<file path="config.mk">
export PLATFORM = sky130hd
export DESIGN_NAME = axi4l_regs
export DESIGN_NICKNAME = d
export VERILOG_FILES = /design/src/rtl/axi4l_pkg.sv /design/src/rtl/axi4l_regs_decode.sv /design/src/rtl/axi4l_regs.sv
export SDC_FILE = /design/constraint.sdc
export NUM_CORES = 1
export LEC_CHECK = 0
export ABC_AREA = 1
export CORE_MARGIN = 4
export CORE_UTILIZATION = 55
export CTS_BUF_LIST = sky130_fd_sc_hd__clkbuf_16
export DETAILED_ROUTE_END_ITERATION = 6
export DONT_BUFFER_PORTS = 1
export MAX_ROUTING_LAYER = met4
export PLACE_DENSITY = 0.72
export SLEW_MARGIN = 20
export SYNTH_ARGS = -nofsm -noshare
export SYNTH_HDL_FRONTEND = slang
export SYNTH_SLANG_ARGS = --single-unit
</file>
<file path="constraint.sdc">
create_clock -name clk -period 3.1 [get_ports clk]
set_input_delay 0.775 -clock clk [delete_from_list [all_inputs] [get_ports clk]]
set_output_delay 0.775 -clock clk [all_outputs]
set_load 0.1 [all_outputs]
</file>
<file path="src/rtl/axi4l_pkg.sv">
// Shared constants and state types for the AXI4-Lite register bank.
package axi4l_pkg;

  localparam logic [1:0]  RESP_OKAY        = 2'b00;
  localparam logic [1:0]  RESP_SLVERR      = 2'b10;
  localparam logic [31:0] DEFAULT_ID_VALUE = 32'hA5A5_0001;

  typedef enum logic {
    W_IDLE,
    W_RESP
  } wr_state_e;

  typedef enum logic {
    R_IDLE,
    R_DATA
  } rd_state_e;

endpackage

</file>
<file path="src/rtl/axi4l_regs_decode.sv">
// Byte address to register index and in-range flag. The two byte-offset
// bits are don't-care; every bit above the index must be zero.
module axi4l_regs_decode
  import axi4l_pkg::*;
#(
  parameter int ADDR_WIDTH = 32,
  parameter int NUM_REGS   = 4
) (
  input  logic [ADDR_WIDTH-1:0]       addr,
  output logic [$clog2(NUM_REGS)-1:0] idx,
  output logic                        in_range
);

  localparam int IDX_W = $clog2(NUM_REGS);

  logic unused_lsbs;

  assign idx         = addr[2+IDX_W-1:2];
  assign unused_lsbs = ^addr[1:0];

  generate
    if (ADDR_WIDTH > 2 + IDX_W) begin : g_hi
      assign in_range = (addr[ADDR_WIDTH-1:2+IDX_W] == '0);
    end else begin : g_nohi
      assign in_range = 1'b1;
    end
  endgenerate

endmodule

</file>
<file path="src/rtl/axi4l_regs.sv">
// AXI4-Lite slave register bank: register 0 is a read-only ID word, the rest
// are byte-strobed R/W registers. Read and write channels are independent,
// each with a single outstanding transaction.
module axi4l_regs
  import axi4l_pkg::*;
#(
  parameter int                 ADDR_WIDTH = 32,
  parameter int                 DATA_WIDTH = 32,
  parameter int                 NUM_REGS   = 4,
  parameter logic [DATA_WIDTH-1:0] ID_VALUE = DEFAULT_ID_VALUE
) (
  input  logic                    clk,
  input  logic                    arstn,
  input  logic [ADDR_WIDTH-1:0]   awaddr,
  input  logic [2:0]              awprot,
  input  logic                    awvalid,
  output logic                    awready,
  input  logic [DATA_WIDTH-1:0]   wdata,
  input  logic [DATA_WIDTH/8-1:0] wstrb,
  input  logic                    wvalid,
  output logic                    wready,
  output logic [1:0]              bresp,
  output logic                    bvalid,
  input  logic                    bready,
  input  logic [ADDR_WIDTH-1:0]   araddr,
  input  logic [2:0]              arprot,
  input  logic                    arvalid,
  output logic                    arready,
  output logic [DATA_WIDTH-1:0]   rdata,
  output logic [1:0]              rresp,
  output logic                    rvalid,
  input  logic                    rready
);

  localparam int IDX_W  = $clog2(NUM_REGS);
  localparam int STRB_W = DATA_WIDTH / 8;

  // Merge new data into the old word, one byte lane per strobe bit.
  function automatic logic [DATA_WIDTH-1:0] apply_wstrb(
    input logic [DATA_WIDTH-1:0] old_v,
    input logic [DATA_WIDTH-1:0] new_v,
    input logic [STRB_W-1:0]     strb
  );
    logic [DATA_WIDTH-1:0] res;
    for (int b = 0; b < STRB_W; b++) begin
      res[8*b +: 8] = strb[b] ? new_v[8*b +: 8] : old_v[8*b +: 8];
    end
    return res;
  endfunction

  wr_state_e wr_state, wr_state_nxt;
  rd_state_e rd_state, rd_state_nxt;

  logic                  rst_done;
  logic                  aw_done, w_done;
  logic [ADDR_WIDTH-1:0] waddr_q;
  logic [DATA_WIDTH-1:0] wdata_q;
  logic [STRB_W-1:0]     wstrb_q;
  logic [1:0]            bresp_q;
  logic [DATA_WIDTH-1:0] rdata_q;
  logic [1:0]            rresp_q;
  logic [DATA_WIDTH-1:0] regs [NUM_REGS];

  logic [IDX_W-1:0] widx, ridx;
  logic             w_in_range, r_in_range;
  logic             aw_hs, w_hs, b_hs, ar_hs, r_hs, wr_commit;
  logic             unused_prot;

  assign unused_prot = ^{awprot, arprot};

  axi4l_regs_decode #(.ADDR_WIDTH(ADDR_WIDTH), .NUM_REGS(NUM_REGS)) u_wdec (
    .addr     (waddr_q),
    .idx      (widx),
    .in_range (w_in_range)
  );

  axi4l_regs_decode #(.ADDR_WIDTH(ADDR_WIDTH), .NUM_REGS(NUM_REGS)) u_rdec (
    .addr     (araddr),
    .idx      (ridx),
    .in_range (r_in_range)
  );

  assign aw_hs     = awvalid && awready;
  assign w_hs      = wvalid  && wready;
  assign b_hs      = bvalid  && bready;
  assign ar_hs     = arvalid && arready;
  assign r_hs      = rvalid  && rready;
  assign wr_commit = (wr_state == W_IDLE) && aw_done && w_done;

  // Holds all ready outputs low while reset is asserted and for the first edge after.
  always_ff @(posedge clk or negedge arstn) begin
    if (!arstn) rst_done <= 1'b0;
    else        rst_done <= 1'b1;
  end

  // Write FSM state register.
  always_ff @(posedge clk or negedge arstn) begin
    if (!arstn) wr_state <= W_IDLE;
    else        wr_state <= wr_state_nxt;
  end

  // Write FSM next state: respond once both beats are in, idle after B handshake.
  always_comb begin
    wr_state_nxt = wr_state;
    unique case (wr_state)
      W_IDLE: if (wr_commit) wr_state_nxt = W_RESP;
      W_RESP: if (b_hs)      wr_state_nxt = W_IDLE;
      default:               wr_state_nxt = W_IDLE;
    endcase
  end

  // Write FSM outputs: each ready stays up only until its own beat is captured.
  always_comb begin
    awready = rst_done && (wr_state == W_IDLE) && !aw_done;
    wready  = rst_done && (wr_state == W_IDLE) && !w_done;
    bvalid  = (wr_state == W_RESP);
  end

  // Beat-captured flags, cleared when the write commits.
  always_ff @(posedge clk or negedge arstn) begin
    if (!arstn) begin
      aw_done <= 1'b0;
      w_done  <= 1'b0;
    end else if (wr_commit) begin
      aw_done <= 1'b0;
      w_done  <= 1'b0;
    end else begin
      if (aw_hs) aw_done <= 1'b1;
      if (w_hs)  w_done  <= 1'b1;
    end
  end

  // Address/data/strobe latched on their own handshake edge.
  always_ff @(posedge clk) begin
    if (aw_hs) waddr_q <= awaddr;
    if (w_hs) begin
      wdata_q <= wdata;
      wstrb_q <= wstrb;
    end
  end

  // Register file update and write response, both on the commit edge.
  always_ff @(posedge clk or negedge arstn) begin
    if (!arstn) begin
      for (int i = 0; i < NUM_REGS; i++) regs[i] <= '0;
      bresp_q <= RESP_OKAY;
    end else if (wr_commit) begin
      bresp_q <= w_in_range ? RESP_OKAY : RESP_SLVERR;
      if (w_in_range && (widx != '0)) begin
        regs[widx] <= apply_wstrb(regs[widx], wdata_q, wstrb_q);
      end
    end
  end

  assign bresp = bresp_q;

  // Read FSM state register.
  always_ff @(posedge clk or negedge arstn) begin
    if (!arstn) rd_state <= R_IDLE;
    else        rd_state <= rd_state_nxt;
  end

  // Read FSM next state.
  always_comb begin
    rd_state_nxt = rd_state;
    unique case (rd_state)
      R_IDLE:  if (ar_hs) rd_state_nxt = R_DATA;
      R_DATA:  if (r_hs)  rd_state_nxt = R_IDLE;
      default:            rd_state_nxt = R_IDLE;
    endcase
  end

  // Read FSM outputs.
  always_comb begin
    arready = rst_done && (rd_state == R_IDLE);
    rvalid  = (rd_state == R_DATA);
  end

  // Read data captured on the AR handshake; sees the register value before any same-edge write.
  always_ff @(posedge clk or negedge arstn) begin
    if (!arstn) begin
      rdata_q <= '0;
      rresp_q <= RESP_OKAY;
    end else if (ar_hs) begin
      if (!r_in_range) begin
        rdata_q <= '0;
        rresp_q <= RESP_SLVERR;
      end else begin
        rdata_q <= (ridx == '0) ? ID_VALUE : regs[ridx];
        rresp_q <= RESP_OKAY;
      end
    end
  end

  assign rdata = rdata_q;
  assign rresp = rresp_q;

endmodule

</file>
Word-level counts from Yosys, hierarchy flattened --
Cells that the tools add are included.
Word-level totals: bits in registers 237, output and inout port bits 41, word-level logic and storage cells 71
Operators by class: order comparisons 3, mux-type cells 27, bitwise gates (word level) 4, reduce and logical (&&, ||, !) cells 22
Operator list (count):
- two-way mux 32 bit | 7
- binary-select mux 32 bit (select 2 bit) | 2
- bitwise mux 128 bit | 1
- demux 32 bit (select 2 bit) | 1
- logical NOT 28 bit | 2
- two-way mux 8 bit | 4
- logical AND 1 bit | 13
- two-way mux 1 bit | 8
- greater-or-equal comparator 3 bit (second input constant) | 2
- inverter 2 -> 3 bit | 2
- nonzero test 2 bit | 3
- two-way mux 2 bit | 2
- case mux 1 bit (2 select lines) | 2
- < comparator 3 x 1 -> 1 bit (second input constant) | 1
- logical NOT 1 bit | 2
- logical NOT 2 bit | 1
- inverter 1 bit | 2
- AND reduction 2 bit | 1

Depth between registers and ports, before layout --
word-level depth 6, mapped depth 11, depth with buffers taken out 9

Modules after synthesis --
Synthesis repeated with hierarchy kept, for this count alone.
Second synthesis, totals: cells, all modules 1316, area total of the unflattened synthesis 10943.0 um^2
Modules (own cells, without submodules):
- axi4l_regs | times used 1, cells an instance 1258, area each 10705.3 um^2, sequential area each 6221.0 um^2
- axi4l_regs_decode | times used 2, cells an instance 29, area each 118.9 um^2, sequential area each 0.0 um^2

Worst setup path before layout --
No wires, ideal clock.
path type register to register, from register wr_state (netlist: bvalid), to register wdata_q[0] (enable), setup time 0.391 ns, arrival time 4.061 ns, slack -1.352 ns, stages on the path, launching flop included 4, buffers on the path 0, clock period less this slack 4.452 ns, path through dfrtp_1 > nor3_1 > nand2_1 > inv_1
Between the ends: longest elaborated chain between the ends 4
RTL lines:
- start, declared | RTL line axi4l_regs.sv:51 | wr_state_e wr_state, wr_state_nxt;
- start signal, assigned | RTL line axi4l_regs.sv:99 | else wr_state <= wr_state_nxt;
- inverter 1 bit
- logical AND 1 bit (2 in a row) | RTL line axi4l_regs.sv:115 | wready = rst_done && (wr_state == W_IDLE) && !w_done;
- via wready | RTL line axi4l_regs.sv:21 | output logic wready,
- logical AND 1 bit | RTL line axi4l_regs.sv:84 | assign w_hs = wvalid && wready;
- via w_hs | RTL line axi4l_regs.sv:66 | logic aw_hs, w_hs, b_hs, ar_hs, r_hs, wr_commit;
- end signal, assigned | RTL line axi4l_regs.sv:137 | wdata_q <= wdata;
- end, declared | RTL line axi4l_regs.sv:57 | logic [DATA_WIDTH-1:0] wdata_q;
The timed path passes the listed nets, and every way through them passes these cells. A chain may end at the register's enable or synchronous reset.

Worst setup path in the final report --
from register rd_state (netlist: rvalid), to output port arready
Between the ends: longest elaborated chain between the ends 2
RTL lines:
- start, declared | RTL line axi4l_regs.sv:52 | rd_state_e rd_state, rd_state_nxt;
- start signal, assigned | RTL line axi4l_regs.sv:160 | else rd_state <= rd_state_nxt;
- inverter 1 bit
- logical AND 1 bit | RTL line axi4l_regs.sv:175 | arready = rst_done && (rd_state == R_IDLE);
- end, declared | RTL line axi4l_regs.sv:28 | output logic arready,
No other way between the ends.

==> summary.md <==
| Metric | Value |
|---|---|
| Top Layer Used | met4 |
| First-pass GRT wire length | 41500 µm |
| Final Worst Setup Slack | 0.741 ns |
| Clk root buf | clkbuf_16 |
| DRT Wirelength | 26200 µm |
| IO Count | 154 |
| Element type at the critical path start | flop |
| H-tree lvl count | 1 |
| RSZ-0062 raised after global routing | no |
| Tmin final | 2.36 ns |
| Seq/Total Area, Yosys | 0.570 |
| Resized Gates After CTS | 0 |
| PwrDens | 588 nW/µm² |
| Relative slew margins | 0.294 |
| Clock transition at path regs | 0.06 ns |
| Starting density of the core | 0.557 |
| Tot GR Track Use | 0.242 |
| Met2 Routed Length | 12000 µm |
| Avg Cell Area, Syn | 7.93 µm² |
| Internal | 5.09 mW |
| # rows | 51 |
| Skew-Pair Late Insertion Delay | 0.54 ns |
| Setup tns final | 0 ns |
| Core area | 19400 µm² |
| Residual DRC | 0 |
| PortBufs | 0 |
| Initial DRC Count | 714 |
| Synth warnings | 0 |
| Final Core Density | 0.602 |
| Fin crit share | 0.761 |
| Via Count | 8663 |
| Psw | 1.79 mW |
| Critical path type | flop to output port |
| Wire length per cell | 16.5 µm |
| Critical Path RT | 2.32 ns |
| Worst VDD drop | 0.000564 V |
| Count of final max-slew check failures | 0 |
| Sw Ratio | 0.260 |
| Layout area overhead | 8.04% |
| WL met1 | 11200 µm |
| Critical Path AT | 1.58 ns |
| Die H | 148 µm |
| Netlist Area Pre-Place | 10800 µm² |
| Flop pwr share | 0.494 |
| CTS sink count | 233 |
| # Post-CTS Setup Buffers | 0 |
| Most frequent cells in the layout | nand2_1, dfrtp_1, nand3_1 |
| Measured slew at the worst slew-check pin | 1.06 ns |
| FMAX | 424 MHz |
| Crit-path max FO | 3 |
| Die Area | 22000 µm² |
| Leading cell type in the layout, fill and taps excluded | nand2_1 |
| Global route overflow | 0 |
| Netlist cell types | 20 |
| Max-cap viol count | 0 |
| Post-DP HPWL | 15300 µm |
| Status | finished with violations |
| Via density | 5.45 |
| Combinational Power Share | 0.092 |
| Die W | 148 µm |
| Post-Route Skew | 0.0264 ns |
| Place WS | 0.557 ns |
| Drt first pass iters | 6 |
| GP Congestion | 0.804 |
| Leak Pwr | 6.01 nW |
| Final setup fails | 0 |
| Largest net degree at the start of global routing | 168 |
| Initial antenna violation count | 1 |
| Violated checks | hold timing |
| Fillers | 1726 |
| CTS Buf Count | 26 |
| Share of layout cells above drive strength 1 | 0.0522 |
| Final #Nets | 1416 |
| Worst setup EP type | output port |
| Min-Delay Path Class | input port to async pin |
| CTS tree | built |
| Clock buffer depth | 3 |
| Vias in the first global route | 8061 |
| Routed length on met3 | 2320 µm |
| Worst Hold Slack | -0.0701 ns |
| Post-Syn Instances | 1363 |
| Number of synthesized register bits | 233 |
| Routed Antenna Nets | 0 |
| Fin. Hold Viols | 153 |
| Clock power frac | 0.414 |
-- stage by stage --
stage	area [µm²]	hold slack, ns	instances	power (mW)
floorplan	10800	0.429	1364	3.90
global placement	10900	0.365	1540	4.07
detailed placement	10900	0.366	1540	4.08
CTS	11700	-0.0883	1588	6.94
global route	11700	-0.0833	1589	7.14
finish	11700	-0.0701	1589	6.87
-- final timing paths --
kind / startpoint / to / slack (ns) / cells past startpoint
hold reg to reg: regs[112] / regs[112] / 0.37 / 0
setup / recovery: rvalid / arready / 0.74 / 3
hold / removal: arstn / regs[7] / -0.07 / 0
min in group clk: wdata[31] / wdata_q[31] / 0.33 / 0
setup reg to reg: bvalid / regs[74] / 0.76 / 10
max in group asynchronous: arstn / regs[119] / 2.90 / 0
-- layout make-up --
type	count	area [µm²]	area share
diodes	1	2.50	0.000214
repair buffers	25	200	0.0171
well taps	265	332	0.0284
clock inverters	21	128	0.0109
multi-input cells	1001	4120	0.353
clock buffers	27	676	0.0578
inverters	16	60.1	0.00514
flip-flops and latches	233	6160	0.527
-- cells in the mapped netlist --
master    number  area (µm²)
buf_2         31         155
nand3_1      129         646
edfxtp_1      66        1980
o21ai_0       76         380
nor2_4         1        11.3
clkinv_1       1        3.75
conb_1         2        7.51
clkbuf_1      71         267
and2_0         1        6.26
buf_1          6        22.5
buf_6          4        45.0
o22ai_1       23         144
inv_2          2        7.51
nand2_1      667        2500
nor2_1        98         368
dfrtp_1      167        4180
a21oi_2        1        8.76
buf_4          2        15.0
inv_1         13        48.8
nor3_1         2        10.0
-- registers in the layout, summed over array words and instances (netlist names), 4 cells and up --
name     count
regs       128
rdata       32
wdata_q     32
waddr_q     30
wstrb_q      4
-- logic make-up (layout without fill, tap and decap cells) --
group	after synthesis	count (layout)	synth area share
other	2	4	0.000695
AOI/OAI and AO/OA	100	100	0.0493
and+or+nand+nor	898	898	0.328
DFF	233	233	0.570
buffers and inverters	130	89	0.0522
-- power groups by stage --
stage                     logic [mW]  clock network (mW)  registers [mW]
after floorplan                0.428                   0            3.47
after global placement         0.622                   0            3.45
after detailed placement       0.627                   0            3.45
after CTS                      0.630                2.91            3.39
after global routing           0.679                3.05            3.40
final                          0.630                2.85            3.40
-- layer usage --
| layer | GRT usage | up-vias |
|---|---|---|
| met3 | 0.0484 | 48 |
| li1 | - | 4208 |
| met5 | - | - |
| met4 | 0.0702 | 0 |
| met2 | 0.372 | 398 |
| met1 | 0.332 | 4009 |
-- critical path: stages (launching register included) --
cell and delay, ns:
dfrtp_1 0.35, buf_4 0.23, nor2_2 0.15, buf_4 0.30
Note: power is estimated with default switching activity, not from simulation.
==> patch, RTL diff (same flow settings) <==
Reset style: synchronous (`arstn`), changed in 6 clocked blocks.
--- a/src/rtl/axi4l_regs.sv
+++ b/src/rtl/axi4l_regs.sv
@@ -88,13 +88,13 @@
   assign wr_commit = (wr_state == W_IDLE) && aw_done && w_done;
 
   // Holds all ready outputs low while reset is asserted and for the first edge after.
-  always_ff @(posedge clk or negedge arstn) begin
+  always_ff @(posedge clk) begin
     if (!arstn) rst_done <= 1'b0;
     else        rst_done <= 1'b1;
   end
 
   // Write FSM state register.
-  always_ff @(posedge clk or negedge arstn) begin
+  always_ff @(posedge clk) begin
     if (!arstn) wr_state <= W_IDLE;
     else        wr_state <= wr_state_nxt;
   end
@@ -117,7 +117,7 @@
   end
 
   // Beat-captured flags, cleared when the write commits.
-  always_ff @(posedge clk or negedge arstn) begin
+  always_ff @(posedge clk) begin
     if (!arstn) begin
       aw_done <= 1'b0;
       w_done  <= 1'b0;
@@ -140,7 +140,7 @@
   end
 
   // Register file update and write response, both on the commit edge.
-  always_ff @(posedge clk or negedge arstn) begin
+  always_ff @(posedge clk) begin
     if (!arstn) begin
       for (int i = 0; i < NUM_REGS; i++) regs[i] <= '0;
       bresp_q <= RESP_OKAY;
@@ -155,7 +155,7 @@
   assign bresp = bresp_q;
 
   // Read FSM state register.
-  always_ff @(posedge clk or negedge arstn) begin
+  always_ff @(posedge clk) begin
     if (!arstn) rd_state <= R_IDLE;
     else        rd_state <= rd_state_nxt;
   end
@@ -177,7 +177,7 @@
   end
 
   // Read data captured on the AR handshake; sees the register value before any same-edge write.
-  always_ff @(posedge clk or negedge arstn) begin
+  always_ff @(posedge clk) begin
     if (!arstn) begin
       rdata_q <= '0;
       rresp_q <= RESP_OKAY;
Formal check against the unedited RTL: differs if arstn is asserted again (counterexample within 4 cycles, from zero or initial values and one cycle with arstn low); with arstn held inactive, the same outputs for 4 cycles.
==> patch against the unedited design <==
Hold slack better by 0.38 ns. Via count is 37% lower. Core utilization is 2.2 points higher. Clock skew is 0.017 ns lower. Area after synthesis is 18% lower. Final area is 15% lower. Worst setup slack worse by 0.16 ns. Sequential cell count is 9 lower. Routed wire length is 34% lower.
Power is not compared: it rests on default switching activity, and its combinational part moved more than twofold at a synthesized area within 25%.
==> patch: results (changes against the unedited design) <==
Detail Route met3 WL 1847 µm (was 2324 µm); vias in the first global route 5332 (was 8061); wire length on met2 7946 µm (was 12020 µm); Hold Path Class in -> reg (was in -> async); fillers 1208 (was 1726); Post-synth top cells edfxtp_1 (185), nand2_1 (176), nor2_1 (109) (was nand2_1 (667), dfrtp_1 (167), nand3_1 (129)); FFs w/ async S/R, synth 0 (was 0.7167); status finished clean (was complete, but fails checks); first-pass GRT wire length 27370 µm (was 41500 µm); largest cells by area after synthesis edfxtp_1 (63%), dfxtp_1 (8.8%), nand2_1 (7.4%) (was dfrtp_1 (39%), nand2_1 (23%), edfxtp_1 (18%)); 1st-pass router iterations 5 (was 6); Inserted Clock Buffers 23 (was 26); Largest register FFs 119 (was 128); sequential share of the synthesized area 0.7136 (was 0.5699); GRT met3 Usage 0.06408 (was 0.04845); Worst-Skew Late Latency 0.49 ns (was 0.54 ns); met2 usage 0.3038 (was 0.3725); Final HPWL DP 12060 µm (was 15340 µm); total track usage 0.1946 (was 0.2422); DRT Wirelength 17410 µm (was 26200 µm); EDFF count, synth 185 (was 66); Syn Inst Count 762 (was 1363); largest net degree at the start of global routing 66 (was 168); synth unique cells 31 (was 20); Critical Path AT 2.67 ns (was 1.58 ns); DRT iter0 DRCs 431 (was 714); met1 layer usage reported by global route 0.2554 (was 0.3318); Worst-Margin Slew 0.9994 ns (was 1.058 ns); WL met1 7397 µm (was 11230 µm); clk_skew 0.009237 ns (was 0.02641 ns); Max Fanout on Critical Path 17 (was 3)
==> patch: final timing paths <==
check	endpoint	slack (ns)	start
worst max register to register	regs[1][10]	0.58	waddr_q[25]
worst min register to register	bvalid	0.53	bvalid
worst min-delay path	rst_done	0.31	arstn
worst max-delay path	regs[1][10]	0.58	waddr_q[25]
==> patch: power groups by stage <==
stage          Combinational (mW)  Sequential, mW  Clock (mW)
3_5_place_dp                0.264            3.51           0
5_1_grt                     0.297            3.45        2.65
2_1_floorplan               0.218            3.50           0
6_report                    0.269            3.44        2.49
4_1_cts                     0.267            3.44        2.53
3_3_place_gp                0.257            3.50           0
==> patch: cell type report <==
type / instances / share of cell area
sequential: 224 / 0.6415
multi-input combinational: 473 / 0.2317
clock buffer: 23 / 0.05827
tap: 216 / 0.02736
inverter: 49 / 0.01862
timing repair buffer: 15 / 0.01140
clock inverter: 18 / 0.01089
antenna: 1 / 0.0002534
==> patch: per-stage QoR <==
step                area (µm²)  hold WS [ns]
floorplan                 8981        0.5127
global placement          9191        0.4875
detailed placement        9191        0.5209
CTS                       9874        0.2884
global route              9877        0.2844
finish                    9877        0.3142
==> patch: critical path, cell delays in order (launching register included) <==
cell and delay [ns]:
edfxtp_1 0.37, nor2_1 0.11, nand2_1 0.05, nor2_1 0.12
nand2_1 0.09, nor2_2 0.24, o211ai_1 0.15, nand2_2 0.30
buf_4 0.26, nand3_4 0.15, nand2_1 0.33
==> patch: cells by family after synthesis <==
group	Yosys count	synth area share
other	1	0.0004224
AO/OA/AOI/OAI	115	0.07920
AND/OR/NAND/NOR	333	0.1646
flip-flops	224	0.7136
buffers and inverters	89	0.04214
